--- config.mk ---
export PLATFORM = sky130hd
export DESIGN_NAME = bus_demux_flat
export DESIGN_NICKNAME = d
export VERILOG_FILES = /design/src/rtl/bus_demux_if.sv /design/src/rtl/bus_demux.sv /design/src/flat_wrapper.sv
export SDC_FILE = /design/constraint.sdc
export NUM_CORES = 1
export LEC_CHECK = 0
export CAP_MARGIN = 20
export CELL_PAD_IN_SITES_DETAIL_PLACEMENT = 0
export CELL_PAD_IN_SITES_GLOBAL_PLACEMENT = 2
export CORE_MARGIN = 5
export CORE_UTILIZATION = 37
export CTS_BUF_LIST = sky130_fd_sc_hd__clkbuf_8
export DETAILED_ROUTE_END_ITERATION = 8
export PLACE_DENSITY = 0.84
export SLEW_MARGIN = 20
export SYNTH_ARGS = -nofsm -noshare
export SYNTH_HDL_FRONTEND = slang
export SYNTH_SLANG_ARGS = --single-unit
--- constraint.sdc ---
create_clock -name clk -period 5.2 [get_ports clk]
set_input_delay 1.04 -clock clk [delete_from_list [all_inputs] [get_ports clk]]
set_output_delay 1.04 -clock clk [all_outputs]
set_load 0.01 [all_outputs]
--- src/rtl/bus_demux_if.sv ---
// Bus bundle for bus_demux: narrow word stream in, wide framed word out.
interface bus_demux_if #(
    parameter int unsigned NUM_OUTPUT = 8,
    parameter int unsigned SEL_BIT    = 3,
    parameter int unsigned DATA_WIDTH = 8
);
    logic [DATA_WIDTH-1:0]            in_data;
    logic                             in_valid;
    logic                             in_last;
    logic                             in_ready;
    logic [NUM_OUTPUT*DATA_WIDTH-1:0] data_out;
    logic [NUM_OUTPUT-1:0]            lane_mask;
    logic                             out_valid;
    logic                             out_ready;
    logic [SEL_BIT-1:0]               sel_out;

    modport master (
        output in_data, in_valid, in_last, out_ready,
        input  in_ready, data_out, lane_mask, out_valid, sel_out
    );

    modport slave (
        input  in_data, in_valid, in_last, out_ready,
        output in_ready, data_out, lane_mask, out_valid, sel_out
    );
endinterface

--- src/rtl/bus_demux.sv ---
// Deserialising demultiplexer: collects consecutive stream words into lanes
// of a wide frame, double-buffered between a collector and an output register.
module bus_demux #(
    parameter int unsigned NUM_OUTPUT = 8,
    parameter int unsigned SEL_BIT    = 3,
    parameter int unsigned DATA_WIDTH = 8
) (
    input  logic        clk,
    input  logic        rst,
    bus_demux_if.slave  bus
);
    typedef enum logic {FILL, HOLD} state_e;

    state_e                               state_q;
    logic                                 in_ready_q;
    logic                                 out_valid_q;
    logic [NUM_OUTPUT-1:0][DATA_WIDTH-1:0] coll_q, coll_d, dout_q;
    logic [NUM_OUTPUT-1:0]                mask_q, mask_d, lmask_q;
    logic [SEL_BIT-1:0]                   sel_q;

    logic accept_c, out_free_c, last_lane_c, complete_c;

    assign accept_c    = bus.in_valid && in_ready_q;
    assign out_free_c  = !out_valid_q || bus.out_ready;
    assign last_lane_c = (sel_q == SEL_BIT'(NUM_OUTPUT - 1));
    assign complete_c  = accept_c && (last_lane_c || bus.in_last);

    // Collector contents with the incoming word merged into lane sel.
    always_comb begin
        coll_d = coll_q;
        mask_d = mask_q;
        for (int k = 0; k < int'(NUM_OUTPUT); k++) begin
            if (sel_q == SEL_BIT'(k)) begin
                coll_d[k] = bus.in_data;
                mask_d[k] = 1'b1;
            end
        end
    end

    always_ff @(posedge clk or posedge rst) begin
        if (rst) begin
            state_q     <= FILL;
            in_ready_q  <= 1'b1;
            out_valid_q <= 1'b0;
            coll_q      <= '0;
            mask_q      <= '0;
            dout_q      <= '0;
            lmask_q     <= '0;
            sel_q       <= '0;
        end else begin
            case (state_q)
                FILL: begin
                    if (out_valid_q && bus.out_ready) begin
                        out_valid_q <= 1'b0;
                    end
                    if (accept_c) begin
                        if (complete_c) begin
                            sel_q <= '0;
                            if (out_free_c) begin
                                dout_q      <= coll_d;
                                lmask_q     <= mask_d;
                                out_valid_q <= 1'b1;
                                coll_q      <= '0;
                                mask_q      <= '0;
                            end else begin
                                // Output register busy: park the frame in the collector.
                                coll_q     <= coll_d;
                                mask_q     <= mask_d;
                                state_q    <= HOLD;
                                in_ready_q <= 1'b0;
                            end
                        end else begin
                            coll_q <= coll_d;
                            mask_q <= mask_d;
                            sel_q  <= sel_q + SEL_BIT'(1);
                        end
                    end
                end
                HOLD: begin
                    if (bus.out_ready) begin
                        dout_q      <= coll_q;
                        lmask_q     <= mask_q;
                        out_valid_q <= 1'b1;
                        coll_q      <= '0;
                        mask_q      <= '0;
                        state_q     <= FILL;
                        in_ready_q  <= 1'b1;
                    end
                end
                default: begin
                    state_q    <= FILL;
                    in_ready_q <= 1'b1;
                end
            endcase
        end
    end

    assign bus.in_ready  = in_ready_q;
    assign bus.out_valid = out_valid_q;
    assign bus.data_out  = dout_q;
    assign bus.lane_mask = lmask_q;
    assign bus.sel_out   = sel_q;
endmodule

--- src/flat_wrapper.sv ---
// flat-port wrapper written by rule: the top's interface ports become plain ports
module bus_demux_flat 
#(
    parameter int unsigned NUM_OUTPUT = 8,
    parameter int unsigned SEL_BIT    = 3,
    parameter int unsigned DATA_WIDTH = 8
)
  (clk, rst, bus_in_data, bus_in_valid, bus_in_last, bus_out_ready, bus_in_ready, bus_data_out, bus_lane_mask, bus_out_valid, bus_sel_out);
  bus_demux_if #(.NUM_OUTPUT(NUM_OUTPUT), .SEL_BIT(SEL_BIT), .DATA_WIDTH(DATA_WIDTH)) bus_i ();
  input  logic clk;
  input  logic rst;
  input wire logic [$bits(bus_i.in_data)-1:0] bus_in_data;
  input wire logic [$bits(bus_i.in_valid)-1:0] bus_in_valid;
  input wire logic [$bits(bus_i.in_last)-1:0] bus_in_last;
  input wire logic [$bits(bus_i.out_ready)-1:0] bus_out_ready;
  output wire logic [$bits(bus_i.in_ready)-1:0] bus_in_ready;
  output wire logic [$bits(bus_i.data_out)-1:0] bus_data_out;
  output wire logic [$bits(bus_i.lane_mask)-1:0] bus_lane_mask;
  output wire logic [$bits(bus_i.out_valid)-1:0] bus_out_valid;
  output wire logic [$bits(bus_i.sel_out)-1:0] bus_sel_out;
  assign bus_i.in_data = bus_in_data;
  assign bus_i.in_valid = bus_in_valid;
  assign bus_i.in_last = bus_in_last;
  assign bus_i.out_ready = bus_out_ready;
  assign bus_in_ready = bus_i.in_ready;
  assign bus_data_out = bus_i.data_out;
  assign bus_lane_mask = bus_i.lane_mask;
  assign bus_out_valid = bus_i.out_valid;
  assign bus_sel_out = bus_i.sel_out;
  bus_demux #(.NUM_OUTPUT(NUM_OUTPUT), .SEL_BIT(SEL_BIT), .DATA_WIDTH(DATA_WIDTH)) u_core (.clk(clk), .rst(rst), .bus(bus_i));
endmodule
# Yosys cells after proc, flatten, opt, wreduce, memory -nomap -nowiden
# Index checks and enable logic that the tools add are counted.
[word_totals] register_bits=150 input_bits=13 out_inout_bits=77 wordCells=99
[classes] add_sub_neg=1 eq_ne=12 muxes=52 n_bitwise=1 reduce_logical=11
[op_table] cell="2-to-1 mux 64 bit" count=8
[op_table] cell="one-hot mux 64 bit (2 select lines)" count=2
[op_table] cell="2-to-1 mux 8 bit" count=16
[op_table] cell="one-hot mux 8 bit (2 select lines)" count=2
[op_table] cell="2-to-1 mux 1 bit" count=20
[op_table] cell="== test 3 bit, second input constant" count=4
[op_table] cell="AND reduction 4 bit" count=2
[op_table] cell="== test 3 x 2 -> 1 bit, second input constant" count=2
[op_table] cell="inequality test 2 x 1 -> 1 bit, second input constant" count=3
[op_table] cell="one-hot mux 1 bit (2 select lines)" count=3
[op_table] cell="inequality test 2 bit, second input constant" count=2
[op_table] cell="AND reduction 2 bit" count=2
[op_table] cell="adder 3 x 1 -> 3 bit, second input constant" count=1
[op_table] cell="== test 3 x 1 -> 1 bit, second input constant" count=1
[op_table] cell="logical AND 1 bit" count=3
[op_table] cell="zero test 3 bit" count=1
[op_table] cell="2-to-1 mux 3 bit" count=1
[op_table] cell="logical OR 1 bit" count=2
[op_table] cell="zero test 1 bit" count=1
[op_table] cell="inverter 1 bit" count=1

# Logic depth before layout (Yosys ltp)
# Gate-level depths: netlist of the first run.
[logic_depth] word_depth=6 depth_mapped=8 mapped_depth_nobuf=5

# Least setup slack after synthesis of the first run
# OpenSTA, ideal clock, no wires.
[synth_timing] path_type="input to register" from="input port bus_out_ready" to="register u_core.dout_q (netlist bit u_core.bus.data_out[0])" setup_time_ns=0.125 arrival_ns=2.133 t_required_ns=5.075 setup_slack_ns=2.942 cell_stages=6 n_path_buf=3 path_cell_list="buf_2 > nand2b_1 > a32o_1 > buf_6 > buf_6 > mux2_4"
[synth_via] elab_chain_cells=3 word_cells_on_any_way=4 classes_between="eq/ne: 2; reduce/logical: 2"
[synth_lines] element="start, declared" line_no="flat_wrapper.sv:15" rtl="input wire logic [$bits(bus_i.out_ready)-1:0] bus_out_ready;"
[synth_lines] element="logical OR 1 bit" line_no="bus_demux.sv:24" rtl="assign out_free_c = !out_valid_q || bus.out_ready;"
[synth_lines] element="inequality test 2 x 1 -> 1 bit (no source line)"
[synth_lines] element="AND reduction 4 bit (no source line) (*)"
[synth_lines] element="end signal, assigned" line_no="bus_demux.sv:60" rtl="dout_q <= coll_d;"
[synth_lines] element="end signal, assigned" line_no="bus_demux.sv:81" rtl="dout_q <= coll_q;"
[synth_lines] element="end, declared" line_no="bus_demux.sv:17" rtl="logic [NUM_OUTPUT-1:0][DATA_WIDTH-1:0] coll_q, coll_d, dout_q;"
# Every way passes the cells marked *; elsewhere a longest branch is shown, timed or not.
# A chain may end at the register's enable or synchronous reset.

# Final worst setup path of the first run
[layout_timing] from="register u_core.sel_q[2], in the netlist u_core.bus.sel_out[2]" to="register u_core.dout_q (netlist bit u_core.bus.data_out[54])"
[layout_via] elab_chain_cells=6 word_cells_on_any_way=11 classes_between="eq/ne: 3; mux: 5; reduce/logical: 3"
[layout_lines] element="start, declared" line_no="bus_demux.sv:19" rtl="logic [SEL_BIT-1:0] sel_q;"
[layout_lines] element="start signal, assigned" line_no="bus_demux.sv:75" rtl="sel_q <= sel_q + SEL_BIT'(1);"
[layout_lines] element="== test 3 bit" line_no="bus_demux.sv:33" rtl="if (sel_q == SEL_BIT'(k)) begin"
[layout_lines] element="2-to-1 mux 8 bit" line_no="bus_demux.sv:33"
[layout_lines] element="2-to-1 mux 64 bit" line_no="bus_demux.sv:59" rtl="if (out_free_c) begin"
[layout_lines] element="2-to-1 mux 64 bit" line_no="bus_demux.sv:57" rtl="if (complete_c) begin"
[layout_lines] element="2-to-1 mux 64 bit" line_no="bus_demux.sv:56" rtl="if (accept_c) begin"
[layout_lines] element="one-hot mux 64 bit (2 select lines)" line_no="bus_demux.sv:51" rtl="case (state_q)"
# Parallel ways exist; a longest one is shown, timed or not. The select of a mux whose other input is x is not followed.

==> results of run 1 <==
-- per-layer routing --
layer	up-vias	track usage	share of wire
met5	-	0	0
met4	0	0.04502	0.011
met3	12	0.03115	0.039
met2	108	0.2514	0.47
met1	2708	0.2222	0.48
li1	2296	-	-
-- kinds of logic (layout without fill, tap and decap cells) --
kind of cell / Yosys count / count (layout) / share of synthesized area
multiplexers: 200 / 200 / 0.3161
flip-flops: 150 / 150 / 0.4812
AND/OR/NAND/NOR: 49 / 49 / 0.03560
adder cells (fa/ha/maj): 7 / 7 / 0.01122
AO/OA/AOI/OAI: 103 / 103 / 0.1185
buffers and inverters: 56 / 132 / 0.03736
-- cells in the mapped netlist (all sizes together) --
| library cell | count |
|---|---|
| mux2 | 191 |
| inv | 4 |
| nand2b | 3 |
| nand3b | 4 |
| nand3 | 6 |
| o211ai | 1 |
| and3b | 1 |
| mux2i | 9 |
| and2 | 1 |
| o31ai | 1 |
| a211oi | 11 |
| a22o | 1 |
| nor3b | 4 |
| nor3 | 5 |
| nor2b | 4 |
| buf | 29 |
| nor2 | 10 |
| a31oi | 5 |
| ha | 7 |
| o211a | 1 |
| or2 | 1 |
| nand4 | 3 |
| dfstp | 1 |
| a41oi | 1 |
| dfrtp | 149 |
| a32o | 64 |
| a221oi | 8 |
| a21oi | 8 |
| clkbuf | 23 |
| nand2 | 7 |
| o21ai | 2 |
-- final cells by class --
class	instances	area, sq um
Clock buffer	18	247.7
Clock inverter	14	181.4
Fill cell	1845	11600
Inverter	4	20.02
Multi-Input combinational cell	359	3782
Sequential cell	150	3755
Tap cell	275	344.1
Timing Repair Buffer	96	955.9
-- state kept, by name (all words and copies together) (netlist names) --
| signal | cells |
|---|---|
| u_core.bus.in_ready | 1 |
| u_core.bus.lane_mask | 8 |
| u_core.coll_q | 64 |
| u_core.bus.out_valid | 1 |
| u_core.mask_q | 8 |
| u_core.bus.data_out | 64 |
| u_core.bus.sel_out | 3 |
| u_core.state_q | 1 |
-- worst max path at each step --
| stage | endpoint | from | depth (start not counted) |
|---|---|---|---|
| after floorplan | u_core.bus.data_out[0]$_DFFE_PP0P_ | rst | 1 |
| after global placement | u_core.bus.data_out[54]$_DFFE_PP0P_ | bus_out_ready | 6 |
| after detailed placement | u_core.bus.data_out[54]$_DFFE_PP0P_ | bus_out_ready | 6 |
| after CTS | u_core.bus.data_out[54]$_DFFE_PP0P_ | u_core.bus.sel_out[2]$_DFFE_PP0P_ | 5 |
| after global routing | u_core.bus.data_out[54]$_DFFE_PP0P_ | u_core.bus.sel_out[2]$_DFFE_PP0P_ | 5 |
| final | u_core.bus.data_out[54]$_DFFE_PP0P_ | u_core.bus.sel_out[2]$_DFFE_PP0P_ | 5 |
-- power by group through the flow --
stage	clock network [mW]	logic [mW]	registers, mW
2_1_floorplan	0	0.0341	1.19
3_3_place_gp	0	0.0652	1.19
3_5_place_dp	0	0.0678	1.19
4_1_cts	0.999	0.0682	1.17
5_1_grt	1.04	0.0730	1.17
6_report	0.978	0.0659	1.17
-- worst max-delay path, delay by kind of cell, from the launching register on --
kind | cells | cell delay (ns)
multiplexers | 1 | 0.37
flip-flops | 1 | 0.90
adder cells (fa/ha/maj) | 1 | 0.73
buffers and inverters | 1 | 0.34
AND/OR/NAND/NOR | 1 | 0.33
AO/OA/AOI/OAI | 1 | 0.72
-- per-stage QoR --
| step | std cells | setup slack (ns) | utilization |
|---|---|---|---|
| 2_1_floorplan | 565 | 0.1253 | - |
| 3_3_place_gp | 884 | 1.411 | 0.4240 |
| 3_5_place_dp | 884 | 1.306 | 0.4240 |
| 4_1_cts | 916 | 1.660 | 0.4446 |
| 5_1_grt | 916 | 1.443 | 0.4446 |
| 6_report | 916 | 1.645 | 0.4446 |
==> qor.csv, run 1 <==
stage;metric;value;unit
sta;period_minus_slack;3.555;ns
sta;max_slew_margin;0.2982;
detailed_routing;first_pass_iters;5;
cts;clkSinkCount;150;
synth;synth.distinct_cells;37;
cells_and_area;final_cell_mix;149 x dfrtp_1, 128 x mux2_2, 89 x clkdlybuf4s50_1;
setup_path;critPathKind;register to register;
detailed_routing;wirelength;18990;microns
sta;slew_viol_final;0;
grt;grt_pass1_vias;5365;
placement;dpl.hpwl;12060;microns
sta;hold_viol_final;0;
sta;fin_tns_setup;0;ns
power_and_ir_drop;swShare;0.2243;
cts;ctsHtreeMaxLevel;4;
worst_hold_path;min_path_cells;1;
cells_and_area;n_antenna_cell;0;
sta;holdWs;0.4864;ns
power_and_ir_drop;combPwrFrac;0.030;
setup_path;slowest_stage;dfrtp_1;
detailed_routing;viasPerCell;5.594;
sta;fmax;281.3;MHz
power_and_ir_drop;power_leakage;3.894;nW
detailed_routing;dr.first_iter.drc_count;345;
sta;fin_crit_sh;0.6836;
cts;numCtsBuffers;17;
flow_run;maxCapViolCount;0;
setup_path;cp_data_required_time;5.54;ns
sta;setup_viol;0;
worst_hold_path;hp-start;u_core.bus.out_valid$_DFFE_PP0P_;
power_and_ir_drop;powerDensity;237.9;mW/mm^2
die;start_util;0.3735;
die;core;0.02089;sq mm
synth;synth_fp_nets;585;
setup_path;worstReg2RegEnd;u_core.bus.data_out[54]$_DFFE_PP0P_;
setup_path;crit_path_max_incr_delay;0.90;ns
grt;grt_overflow;0;
grt;grt_max_degree;72;
synth;netlist_instances;565;
cells_and_area;syn_to_final_growth;19.02;%
cells_and_area;fin_nets;648;
power_and_ir_drop;ir_drop;119.0;uV
synth;synth_top_cell_area_share;0.4779;
cells_and_area;drive_gt1_frac;0.3651;
cts;clock_latency;0.45;ns
grt;grt_antenna_before_repair;0;
die;dieWidth;155.2;microns
die;die_h;155.2;microns
cts;post_cts_buffers;0;
run_status;status;completed;
cts;cts_tree;done;
setup_path;r2r_cells;5;
cts;clk_pin_slew_worst_paths;0.08;ns
detailed_routing;avgRoutedWirePerCell;20.74;microns
sta;worst_pin_slew;1.051;ns
grt;gr-usage-all-layers;0.1585;
synth;synthTopCellsByArea;dfrtp_1 48%, mux2_2 18%, mux2_4 12%, a32o_1 8.2%, mux2i_1 1.2%;
die;dieArea;0.02409;sq mm
grt;grt_pass1_wl;30330;microns
placement;port_buffers;89;
synth;ys_seq_area_frac;0.4812;
synth;syn_avg_cell_area;13.81;sq um
setup_path;cp_max_fo;37;
cells_and_area;post-route-cell-area;0.009286;sq mm
setup_path;worstSetupStartpointType;register;
detailed_routing;vias;5124;
cells_and_area;final_common_cell;dfrtp_1;
worst_hold_path;min_to;u_core.bus.in_ready$_DFFE_PP1P_;
placement;dpl-instance-area;0.008857;sq mm
sta;clock_skew;0.006894;ns
cts;post_cts_resized;0;
power_and_ir_drop;p_seq_frac;0.527;
detailed_routing;drc;0;
setup_path;reg2reg_from;u_core.bus.sel_out[2]$_DFFE_PP0P_;
cts;cts_root_buffer;clkbuf_8;
die;io_pins;90;
synth;synth_largest_area_cell;dfrtp_1;
cts;cts_hold_buf;0;
power_and_ir_drop;total_power;2.210;mW
cts;cts.path.max_buffers;2;
setup_path;path_cells;ha_1 > or2_1 > a32o_4 > buf_12 > mux2_2;
die;row_count;53;
worst_hold_path;min_path_type;register to register;
synth;synth_seq_cells;150;
sta;grt_setup_unrepaired;false;
power_and_ir_drop;power_frac_clock;0.443;
setup_path;end_kind;register;
detailed_routing;antenna_left;0;
setup_path;arrival;3.89;ns
placement;gp_congestion;0.7611;
setup_path;rrSetupSlack;1.65;ns
synth;yosysWarnings;0;
power_and_ir_drop;p_int;1.714;mW
power_and_ir_drop;power_switching;495.6;uW
synth;syn-cell-area;0.007802;sq mm
No activity file was read; power rests on OpenSTA's default activity.
==> run 2, diff against run 1 <==
- clock period: 5.2 -> 2.85 ns (I/O delays scaled with it)
==> qor.csv, run 2 (synthesized netlist as in run 1, its figures left out) <==
stage;metric;value;unit;change
run_status;status;completed;;
cts;ctsHtreeMaxLevel;4;;unchanged
power_and_ir_drop;swShare;0.2351;;+0.01085
setup_path;critPathKind;register to register;;
power_and_ir_drop;power_switching;959.9;uW;+94%
die;io_pins;90;;unchanged
placement;gp_congestion;0.7754;;+1.9%
detailed_routing;avgRoutedWirePerCell;20.43;microns;-1.5%
placement;placed_cells;904;;+2.3%
cells_and_area;fillers;1862;;+0.92%
grt;grt_max_degree;96;;+33%
detailed_routing;dr.first_iter.drc_count;390;;+13%
sta;fin_tns_setup;0;ns;unchanged
grt;grt_pass1_vias;5577;;+4.0%
power_and_ir_drop;power_frac_clock;0.447;;+0.004
cells_and_area;fin_cells;936;;+2.2%
flow_run;maxCapViolCount;0;;unchanged
cts;cts_hold_buf;0;;unchanged
cells_and_area;multi_input_area;0.003782;sq mm;unchanged
power_and_ir_drop;ir_drop;260.8;uV;+120%
setup_path;end_kind;register;;
die;core;0.02089;sq mm;unchanged
cts;clk_pin_slew_worst_paths;0.09;ns;about the same
grt;grt_antenna_before_repair;0;;unchanged
power_and_ir_drop;p_int;3.122;mW;+82%
power_and_ir_drop;combPwrFrac;0.032;;+0.002
sta;grt_setup_unrepaired;false;;
sta;holdWs;0.4182;ns;-0.06823 ns
cts;cts_root_buffer;clkbuf_8;;
cells_and_area;drive_gt1_frac;0.3843;;+0.01921
cells_and_area;final_cell_mix;149 x dfrtp_1, 128 x mux2_2, 89 x clkdlybuf4s50_1;;
cells_and_area;utilization;0.4550;;+0.01048
sta;fmax;424.4;MHz;+51%
setup_path;path_cells;ha_1 > ha_1 > or2_1 > a32o_4 > buf_12 > mux2_1;;
grt;gr-usage-all-layers;0.1619;;+0.003427
sta;clock_skew;0.01357;ns;+0.006675 ns
placement;dpl-instance-area;0.009069;sq mm;+2.4%
cells_and_area;fin_nets;668;;+3.1%
placement;port_buffers;89;;unchanged
setup_path;critical-path-top-delay-family;adder cells;;
sta;max_slew_margin;0.4541;;+0.1559
die;die_h;155.2;microns;unchanged
sta;fin_crit_sh;0.8268;;+0.1432
power_and_ir_drop;power_leakage;4.006;nW;+2.9%
setup_path;cp_data_required_time;3.19;ns;-2.35 ns
setup_path;cp_num_buf_inv;1;;unchanged
cts;post_cts_resized;0;;unchanged
power_and_ir_drop;powerDensity;429.4;mW/mm^2;+80%
die;dieArea;0.02409;sq mm;unchanged
power_and_ir_drop;p_seq_frac;0.521;;-0.006
worst_hold_path;min_path_type;primary input to async pin;;
sta;slew_viol_final;0;;unchanged
setup_path;arrival;2.69;ns;-1.20 ns
sta;period_minus_slack;2.356;ns;-1.198 ns
cells_and_area;final_common_cell;dfrtp_1;;
sta;hold_viol_final;0;;unchanged
cts;clkSinkCount;150;;unchanged
setup_path;cp_max_fo;50;;+35%
detailed_routing;viasPerCell;5.515;;-1.4%
cts;post_cts_buffers;0;;unchanged
cells_and_area;syn_to_final_growth;21.82;%;
die;start_util;0.3735;;unchanged
sta;setup_viol;0;;unchanged
cts;clock_latency;0.45;ns;about the same
detailed_routing;antenna_left;0;;unchanged
grt;grt_pass1_wl;31150;microns;+2.7%
die;dieWidth;155.2;microns;unchanged
setup_path;worstSetupStartpointType;register;;
cts;numCtsBuffers;17;;unchanged
grt;grt_overflow;0;;unchanged
placement;dpl.hpwl;11950;microns;-0.90%
detailed_routing;vias;5162;;+0.74%
setup_path;cp_common_cell;ha_1;;
setup_path;crit_path_max_incr_delay;0.46;ns;-0.44 ns
cts;cts.path.max_buffers;2;;unchanged
cells_and_area;n_antenna_cell;0;;unchanged
cells_and_area;post-route-cell-area;0.009505;sq mm;+2.4%
cells_and_area;regArea;0.003755;sq mm;unchanged
cts;cts_tree;done;;
setup_path;slowest_stage;dfrtp_1;;
sta;worst_pin_slew;0.8163;ns;-0.2343 ns
detailed_routing;wirelength;19130;microns;+0.69%
die;row_count;53;;unchanged
detailed_routing;drc;0;;unchanged
detailed_routing;first_pass_iters;4;;-1
run 2: cell types whose count changed in the layout (fill, tap and decap cells not counted), sizes merged:
cell | before | now
clkinv | 5 | 3
buf | 7 | 27
clkbuf | 18 | 17
clkinvlp | 2 | 5
run 2: area by class of cell:
cell class	instances	share of cell area
Timing Repair Buffer	116	0.1229
Clock inverter	15	0.02132
Tap cell	275	0.03620
Multi-Input combinational cell	359	0.3979
Clock buffer	17	0.02461
Inverter	4	0.001974
Sequential cell	150	0.3950
run 2: path summary, 6_finish.rpt:
check	from	endpoint	slack (ns)	depth (start not counted)
setup / recovery	u_core.bus.sel_out[0]$_DFFE_PP0P_	u_core.bus.data_out[56]$_DFFE_PP0P_	0.49	6
max in group asynchronous	rst	u_core.coll_q[56]$_DFFE_PP0P_	1.65	3
min in group clk	u_core.bus.data_out[57]$_DFFE_PP0P_	u_core.bus.data_out[57]$_DFFE_PP0P_	0.49	1
setup reg to reg	u_core.bus.sel_out[0]$_DFFE_PP0P_	u_core.bus.data_out[56]$_DFFE_PP0P_	0.49	6
hold / removal	rst	u_core.bus.data_out[33]$_DFFE_PP0P_	0.42	2
hold reg to reg	u_core.bus.data_out[57]$_DFFE_PP0P_	u_core.bus.data_out[57]$_DFFE_PP0P_	0.49	1
run 2: through the flow:
stage / power [mW] / worst slack (ns)
3_3_place_gp: 2.296 / 0.4013
2_1_floorplan: 2.232 / 0.3918
3_5_place_dp: 2.301 / 0.3242
4_1_cts: 4.126 / 0.5097
6_report: 4.082 / 0.4937
5_1_grt: 4.244 / 0.4328
run 2: power by group through the flow:
stage	Sequential [mW]	Combinational, mW	Clock, mW
after floorplan	2.17	0.0627	0
after global placement	2.17	0.127	0
after detailed placement	2.17	0.132	0
after CTS	2.13	0.133	1.87
after global routing	2.13	0.144	1.97
final	2.13	0.129	1.83
run 2: metal layers:
| metal | GRT usage | share of wire | up-vias | wire (microns) |
|---|---|---|---|---|
| li1 | - | - | 2346 | - |
| met1 | 0.2299 | 0.49 | 2658 | 9285 |
| met2 | 0.2363 | 0.44 | 130 | 8499 |
| met3 | 0.04284 | 0.045 | 28 | 861 |
| met4 | 0.06378 | 0.025 | 0 | 478 |
| met5 | 0 | 0 | - | 0 |
